## src/rtl/big_core_wb_stage.sv

```systemverilog
// Q105H write-back stage: selects write-back data, aligns load data, issues the RF write and stalls on loads.
// Optional macro BIG_CORE_WB_RSP_TIMEOUT_EN adds a response timeout with a RspTimeout pulse output.
module big_core_wb_stage #(
   parameter int RETIRE_CNT_W = 64,
   parameter int RSP_TIMEOUT  = 255
) (
   input  logic                    Clock,
   input  logic                    Rst,
   input  logic                    ValidQ105H,
   input  logic [31:0]             PcPlus4Q105H,
   input  logic [31:0]             AluOutQ105H,
   input  logic [1:0]              SelWbQ105H,
   input  logic                    RegWrEnQ105H,
   input  logic [4:0]              RdQ105H,
   input  logic [2:0]              LdFunct3Q105H,
   input  logic                    DMemRspValid,
   input  logic [31:0]             DMemRspData,
   output logic                    ReadyQ105H,
   output logic [31:0]             WbDataQ105H,
   output logic                    RfWrEn,
   output logic [4:0]              RfWrAddr,
   output logic [31:0]             RfWrData,
`ifdef BIG_CORE_WB_RSP_TIMEOUT_EN
   output logic                    RspTimeout,
`endif
   output logic [RETIRE_CNT_W-1:0] RetireCnt
);

   typedef enum logic {RUN, WAIT_RSP} state_t;

   state_t      state;
   logic        is_load;
   logic        commit;
   logic        rf_write;
   logic        timeout_hit;
   logic [7:0]  byte_sel;
   logic [15:0] half_sel;
   logic [31:0] load_data;

   assign is_load  = ValidQ105H && (SelWbQ105H == 2'd1);
   assign commit   = ValidQ105H && ReadyQ105H;
   assign rf_write = commit && RegWrEnQ105H && (RdQ105H != 5'd0);

`ifdef BIG_CORE_WB_RSP_TIMEOUT_EN
   logic [7:0] timeout_cnt;

   // The counter holds the number of WAIT_RSP cycles already spent, so the limit hits on the RSP_TIMEOUT-th one.
   assign timeout_hit = (state == WAIT_RSP) && !DMemRspValid && (timeout_cnt == 8'(RSP_TIMEOUT - 1));

   always_ff @(posedge Clock or negedge Rst) begin
      if (!Rst) begin
         timeout_cnt <= 8'd0;
         RspTimeout  <= 1'b0;
      end else begin
         RspTimeout <= timeout_hit;
         if (state == RUN)
            timeout_cnt <= 8'd0;
         else
            timeout_cnt <= timeout_cnt + 8'd1;
      end
   end
`else
   assign timeout_hit = 1'b0;
`endif

   always_comb begin
      ReadyQ105H = 1'b1;
      if (state == RUN)
         ReadyQ105H = !(is_load && !DMemRspValid);
      else
         ReadyQ105H = DMemRspValid || timeout_hit;
   end

   always_comb begin
      byte_sel = DMemRspData[7:0];
      case (AluOutQ105H[1:0])
         2'd1:    byte_sel = DMemRspData[15:8];
         2'd2:    byte_sel = DMemRspData[23:16];
         2'd3:    byte_sel = DMemRspData[31:24];
         default: byte_sel = DMemRspData[7:0];
      endcase
      half_sel = AluOutQ105H[1] ? DMemRspData[31:16] : DMemRspData[15:0];
      load_data = DMemRspData;
      case (LdFunct3Q105H)
         3'd0:    load_data = {{24{byte_sel[7]}}, byte_sel};
         3'd4:    load_data = {24'd0, byte_sel};
         3'd1:    load_data = {{16{half_sel[15]}}, half_sel};
         3'd5:    load_data = {16'd0, half_sel};
         default: load_data = DMemRspData;
      endcase
   end

   // Reserved select value 3 falls through to the ALU result.
   always_comb begin
      WbDataQ105H = AluOutQ105H;
      case (SelWbQ105H)
         2'd1:    WbDataQ105H = timeout_hit ? 32'hDEAD_BEEF : load_data;
         2'd2:    WbDataQ105H = PcPlus4Q105H;
         default: WbDataQ105H = AluOutQ105H;
      endcase
   end

   always_ff @(posedge Clock or negedge Rst) begin
      if (!Rst) begin
         state     <= RUN;
         RfWrEn    <= 1'b0;
         RfWrAddr  <= 5'd0;
         RfWrData  <= 32'd0;
         RetireCnt <= '0;
      end else begin
         case (state)
            RUN:      if (is_load && !DMemRspValid) state <= WAIT_RSP;
            WAIT_RSP: if (DMemRspValid || timeout_hit) state <= RUN;
            default:  state <= RUN;
         endcase
         RfWrEn <= rf_write;
         if (rf_write) begin
            RfWrAddr <= RdQ105H;
            RfWrData <= WbDataQ105H;
         end
         if (commit)
            RetireCnt <= RetireCnt + 1'b1;
      end
   end

endmodule

```

## config.mk

```make
export PLATFORM = sky130hd
export DESIGN_NAME = big_core_wb_stage
export DESIGN_NICKNAME = d
export VERILOG_FILES = /design/src/rtl/big_core_wb_stage.sv
export SDC_FILE = /design/constraint.sdc
export NUM_CORES = 1
export LEC_CHECK = 0
export CORE_ASPECT_RATIO = 0.8
export CORE_MARGIN = 4
export CORE_UTILIZATION = 48
export CTS_BUF_LIST = sky130_fd_sc_hd__clkbuf_8
export DETAILED_ROUTE_END_ITERATION = 16
export PLACE_DENSITY = 0.89
export SLEW_MARGIN = 20
export SYNTH_ARGS = -nofsm -noshare
export SYNTH_HDL_FRONTEND = slang
export SYNTH_SLANG_ARGS = --single-unit
```

## constraint.sdc

```tcl
create_clock -name Clock -period 3.92 [get_ports Clock]
set_input_delay 0.784 -clock Clock [delete_from_list [all_inputs] [get_ports Clock]]
set_output_delay 0.784 -clock Clock [all_outputs]
set_load 0.01 [all_outputs]
```

==> results of run 1 <==
-- worst max path at each step --
stage                           end        startpoint  slack (ns)
finish              WbDataQ105H[23]     SelWbQ105H[0]        0.08
global route        WbDataQ105H[23]     SelWbQ105H[0]      -0.005
CTS                  WbDataQ105H[6]     SelWbQ105H[0]        0.06
detailed placement   WbDataQ105H[6]     SelWbQ105H[0]        0.07
global placement    WbDataQ105H[13]     SelWbQ105H[0]        0.11
floorplan           WbDataQ105H[16]  LdFunct3Q105H[1]        1.10
-- layout by cell type, fill, tap and decap left out, drive strengths merged, types with 2 or more instances in the layout --
cell type      Yosys  layout
a211oi             2       2
a21o               2       2
a21oi             41      41
a2bb2oi            2       2
and2               3       3
and3               6       6
and4               6       6
buf               15      34
clkbuf            19       9
clkdlybuf4s50      0     244
clkinv             2       5
dfrtp            103     103
diode              0       3
ha                 3       3
inv               17      20
mux2              37      37
mux2i              7       7
nand2             94      94
nand2b             5       5
nand3             18      18
nand4             21      21
nor2              32      32
nor2b             19      19
nor3              13      13
nor3b              2       2
nor4              11      11
o2111ai            2       2
o211ai            17      17
o21ai             10      10
o221ai            13      13
o22a               5       5
o22ai              7       7
or2                3       3
or3                7       7
xnor2             28      28
xor2              35      35
-- flip-flops by register name, indices dropped and copies added, names as in the netlist --
| name | count |
|---|---|
| RetireCnt | 64 |
| RfWrAddr | 5 |
| RfWrData | 32 |
| RfWrEn | 1 |
| state | 1 |
-- cells by family after synthesis --
family,share of synthesized area
buf+inv,0.03901
simple gates,0.2132
fa+ha+maj,0.006396
mux,0.08676
flops,0.4391
xor+xnor,0.09401
compound gates,0.1215
-- power by group through the flow --
stage / Clock (mW) / Combinational, mW / Sequential (mW)
finish: 0.738 / 0.999 / 1.29
global route: 0.800 / 1.06 / 1.30
global placement: 0 / 0.984 / 1.29
CTS: 0.756 / 1.00 / 1.28
detailed placement: 0 / 0.994 / 1.30
floorplan: 0 / 0.320 / 1.35
-- stage by stage --
step                      total power [mW]  setup TNS, ns  setup slack (ns)
final                                3.023              0           0.07847
after global routing                 3.160      -0.004638         -0.004638
after CTS                            3.040              0           0.06475
after detailed placement             2.298              0           0.06689
after global placement               2.278              0            0.1144
after floorplan                      1.666              0             1.104
-- area by class of cell --
type,instances,area (µm²)
Multi-Input combinational cell,459,3070
Fill cell,813,2865
Timing Repair Buffer,278,2735
Sequential cell,103,2577
Tap cell,148,185.2
Clock buffer,9,123.9
Clock inverter,7,100.1
Inverter,19,71.32
Antenna cell,3,7.507
-- critical path, stage by stage --
cell	delay [ns]
clkdlybuf4s50_1	0.49
inv_1	0.05
ha_1	0.31
buf_4	0.35
a21oi_1	0.11
a21oi_1	0.34
clkdlybuf4s50_1	0.61
-- layer usage --
metal | global-route usage | share of wire | vias up
met5 | 0 | 0 | -
met4 | 0.1004 | 0.023 | 0
met3 | 0.06426 | 0.072 | 29
met2 | 0.5390 | 0.50 | 260
met1 | 0.3982 | 0.40 | 2819
li1 | - | - | 2683
==> results.json, run 1 <==
{
  "outcome": "finished clean",
  "post-cts-setup-buffers": 0,
  "syn_inst": 615,
  "grt_overflow": 0,
  "cap_violations": 0,
  "die_h_um": 106.9,
  "max_slew_margin": 0.4462,
  "skew_ns": 0.01376,
  "drtPass1Iterations": 6,
  "switching_share": 0.3143,
  "drc": 0,
  "post-place-cells": 1007,
  "initial_core_util": 0.5001,
  "crit_arrival_ns": 3.06,
  "clk_pin_slew_ns": 0.12,
  "cts_tree": "yes",
  "end_kind": "primary output",
  "clock_latency_ns": 0.38,
  "syn2layout_area_growth_pct": 51.14,
  "drt_wl_total_um": 21900,
  "pin_count": 246,
  "die_area_mm2": 0.01407,
  "cts_root_buf": "clkbuf_8",
  "hold_viol_final": 0,
  "fmax_ghz": 0.2603,
  "leakage_nw": 3.837,
  "vias": 5791,
  "grt_pass1_vias": 5905,
  "gp_congestion": 1.041,
  "synth_warnings": 0,
  "synth_cell_types": 49,
  "yosysTopAreaCellShare": 0.4391,
  "syn_nets": 729,
  "p_seq_frac": 0.426,
  "rrSetupSlack_ns": 1.51,
  "worstPathRequired_ns": 3.14,
  "p_clk_frac": 0.244,
  "die_w_um": 131.6,
  "power.density_mw_per_mm2": 340.8,
  "cts-buffers-inserted": 9,
  "final_area_mm2": 0.008871,
  "coreArea_mm2": 0.01174,
  "synth_common_cells": "dfrtp_1 (103), nand2_1 (94), a21oi_1 (41), mux2_2 (37), xor2_1 (35)",
  "ys_seq_area_frac": 0.4391,
  "critical_path_class": "input pin to primary output",
  "finalCritPeriodShare": 0.9800,
  "fin_cells": 1026,
  "syn_area_mm2": 0.005869,
  "post-route-util": 0.7559,
  "fin_nets": 984,
  "synth_flop_cell": "dfrtp_1",
  "slew_violations": 0,
  "worst_hold_path_type": "input pin to async pin",
  "clock_path_buffers": 2,
  "regToRegStartpoint": "RetireCnt[24]$_DFFE_PN0P_",
  "portBuffers": 245,
  "rows": 35,
  "grt_setup_unrepaired": "true",
  "ant_nets": 0,
  "synth-edff-count": 0,
  "async_flop_share": 1.000,
  "antenna_found_initial": 3,
  "holdBufCountCts": 0,
  "htreeDepth": 3,
  "dp_hpwl_um": 17400,
  "synthTopCellsByArea": "dfrtp_1 (44%), mux2_2 (7.1%), nand2_1 (6.0%)",
  "synth-seq-cells": 103,
  "holdWs_ns": 0.4669,
  "grt_pass1_wl_um": 34580,
  "r2r_cells": 5,
  "grt_usage": 0.3128,
  "dpl_cell_area_mm2": 0.008633,
  "period_needed_ns": 3.842,
  "finalSetupViolCount": 0,
  "peakVddDrop_mv": 0.2749,
  "switchingPower_mw": 0.9501,
  "grt_start_max_net_pins": 63,
  "wl_per_cell_um": 21.35,
  "vias_per_cell": 5.644,
  "clock-sinks": 103,
  "crit_fanout": 40,
  "drive_above_1_share": 0.1189,
  "startpoint_type": "input pin",
  "worstMarginPinSlew_ns": 0.8307,
  "cts_resized": 0,
  "rr_endpoint": "RetireCnt[55]$_DFFE_PN0P_",
  "syn_avg_cell_area_um2": 9.544,
  "p_comb_frac": 0.330,
  "yosysMostFrequentCell": "dfrtp_1",
  "p_int_mw": 2.073,
  "synth_top_cell_by_area": "dfrtp_1",
  "drt_iter0_markers": 427
}
Note: power is estimated with default switching activity, not from simulation.
==> inputs of run 2 (changes only) <==
--- a/config.mk
+++ b/config.mk
@@ -8,8 +8,8 @@
 export CORE_ASPECT_RATIO = 0.8
 export CORE_MARGIN = 4
-export CORE_UTILIZATION = 48
+export CORE_UTILIZATION = 45
 export CTS_BUF_LIST = sky130_fd_sc_hd__clkbuf_8
 export DETAILED_ROUTE_END_ITERATION = 16
-export PLACE_DENSITY = 0.89
+export PLACE_DENSITY = 0.84
 export SLEW_MARGIN = 20
 export SYNTH_ARGS = -nofsm -noshare
==> constraint.sdc (replaced) <==
create_clock -name Clock -period 3.55 [get_ports Clock]
set_input_delay 0.71 -clock Clock [delete_from_list [all_inputs] [get_ports Clock]]
set_output_delay 0.71 -clock Clock [all_outputs]
set_load 0.1 [all_outputs]
==> run 2 against run 1 <==
  * Total power up 57%
  * Routed wire length down 4.3%
  * Clock skew down 0.0052 ns
  * Die area up 6.2%
  * Global-route usage down 3.7 points
  * Flip-flop and latch count unchanged
  * Combinational power rose to 2.5 times the previous value
  * Setup slack better by 0.0030 ns
  * Clock power up 8.3%
  * Sequential share of layout area down 1.1 points
  * Sequential power up 10%
  * Critical endpoint is now WbDataQ105H[2]
  * Highest routed layer unchanged
==> results.json, run 2 (same netlist as run 1, synthesis figures left out) <==
{
  "startpoint_type": "input pin",
  "cts-buffers-inserted": 9,
  "crit_fanout": 21,
  "grt_usage": 0.2754,
  "die_h_um": 110.2,
  "grt_pass1_vias": 5771,
  "period_needed_ns": 3.469,
  "clk_pin_slew_ns": 0.10,
  "top_register": "RetireCnt",
  "peakVddDrop_mv": 0.9056,
  "grt_start_max_net_pins": 66,
  "finalSetupViolCount": 0,
  "largest_reg_flops": 64,
  "max_slew_margin": 0.3089,
  "outcome": "finished clean",
  "antenna_found_initial": 1,
  "die_w_um": 135.7,
  "drive_above_1_share": 0.1944,
  "gp_congestion": 1.024,
  "finalCritPeriodShare": 0.9771,
  "rows": 37,
  "cts_root_buf": "clkbuf_8",
  "worst_hold_path_type": "input pin to async pin",
  "worstMarginPinSlew_ns": 1.033,
  "htreeDepth": 3,
  "holdWs_ns": 0.3271,
  "coreArea_mm2": 0.01282,
  "drt_iter0_markers": 385,
  "fmax_ghz": 0.2883,
  "initial_core_util": 0.4577,
  "clock_path_buffers": 2,
  "fin_cells": 1040,
  "biggestRegsByFlops": "RetireCnt (64), RfWrData (32), RfWrAddr (5)",
  "clock-sinks": 103,
  "post-place-cells": 1023,
  "rrSetupSlack_ns": 1.07,
  "grt_overflow": 0,
  "portBuffers": 245,
  "post-route-util": 0.7178,
  "cts_resized": 0,
  "post-cts-setup-buffers": 0,
  "skew_ns": 0.008590,
  "drt_wl_total_um": 20960,
  "place_ws_ns": 0.1067,
  "fin_nets": 973,
  "crit_arrival_ns": 2.76,
  "regArea_mm2": 0.002577,
  "ant_nets": 0,
  "dp_hpwl_um": 16600,
  "nFillCells": 954,
  "cts_tree": "yes",
  "vias_per_cell": 5.530,
  "drc": 0,
  "final_common_cell": "clkdlybuf4s50_1",
  "clock_latency_ns": 0.37,
  "final_cell_mix": "clkdlybuf4s50_1 (194), dfrtp_1 (103), nand2_1 (94)",
  "grt_setup_unrepaired": "false",
  "holdBufCountCts": 0,
  "grt_pass1_wl_um": 31660,
  "end_kind": "primary output",
  "syn2layout_area_growth_pct": 56.83,
  "power.density_mw_per_mm2": 514.8,
  "drtPass1Iterations": 6,
  "multi_input_comb_area_mm2": 0.003178,
  "worstPathRequired_ns": 2.84,
  "die_area_mm2": 0.01495,
  "setup_ws_ns": 0.08145,
  "pin_count": 246,
  "slew_violations": 0,
  "wl_per_cell_um": 20.15,
  "hold_viol_final": 0,
  "vias": 5751,
  "critical_path_class": "input pin to primary output",
  "p_total_mw": 4.739,
  "leakage_nw": 4.009,
  "cap_violations": 0
}
## run 2: cell count changes in the layout (fill, tap and decap cells not counted), moves of 2 or more
cell             previous run  this run
clkinv_8                    2         0
diode_2                     3         1
o21ai_2                     0         2
buf_12                      3        36
o221ai_2                    1         5
buf_4                      31        37
o221ai_1                   12         8
a21oi_2                     0        16
clkbuf_8                    9        12
a21oi_1                    41        25
o21ai_1                     3         1
clkdlybuf4s50_1           244       194
## run 2: critical path: stages
cell,delay (ns)
clkdlybuf4s50_1,0.52
buf_4,0.28
inv_1,0.18
or3_1,0.40
a21oi_1,0.27
o221ai_2,0.19
buf_12,0.20
## run 2: path summary, 6_finish.rpt
| path | end | cells past startpoint | startpoint |
|---|---|---|---|
| worst min-delay path | RetireCnt[51]$_DFFE_PN0P_ | 1 | Rst |
| worst min register to register | RetireCnt[63]$_DFFE_PN0P_ | 1 | RetireCnt[63]$_DFFE_PN0P_ |
| min in group Clock | RetireCnt[63]$_DFFE_PN0P_ | 1 | RetireCnt[63]$_DFFE_PN0P_ |
| max in group asynchronous | RfWrData[26]$_DFFE_PN0P_ | 2 | Rst |
| worst max-delay path | WbDataQ105H[2] | 7 | AluOutQ105H[1] |
| worst max register to register | RetireCnt[52]$_DFFE_PN0P_ | 6 | RetireCnt[8]$_DFFE_PN0P_ |
## run 2: through the flow
stage / TNS [ns] / area (µm²)
4_1_cts: 0 / 9198
2_1_floorplan: -2.725 / 5976
6_report: 0 / 9205
3_3_place_gp: 0 / 8981
5_1_grt: 0 / 9205
3_5_place_dp: 0 / 8981
## run 2: area by class of cell
cell class,count,share of cell area
Antenna cell,1,0.0002718
Clock buffer,12,0.01794
Clock inverter,4,0.005573
Inverter,19,0.007748
Multi-Input combinational cell,459,0.3452
Sequential cell,103,0.2800
Tap cell,175,0.02379
Timing Repair Buffer,267,0.3194
## run 2: per-layer routing
| layer | share of wire | vias up | track usage |
|---|---|---|---|
| li1 | - | 2667 | - |
| met1 | 0.41 | 2761 | 0.3478 |
| met2 | 0.47 | 272 | 0.4531 |
| met3 | 0.082 | 51 | 0.07260 |
| met4 | 0.038 | 0 | 0.1151 |
| met5 | 0 | - | 0 |
## run 2: report_power, final
group	switching, mW	internal [mW]	total, mW
Sequential	0.107	1.31	1.42
Combinational	1.80	0.721	2.52
Clock	0.412	0.387	0.799
Total	2.32	2.42	4.74
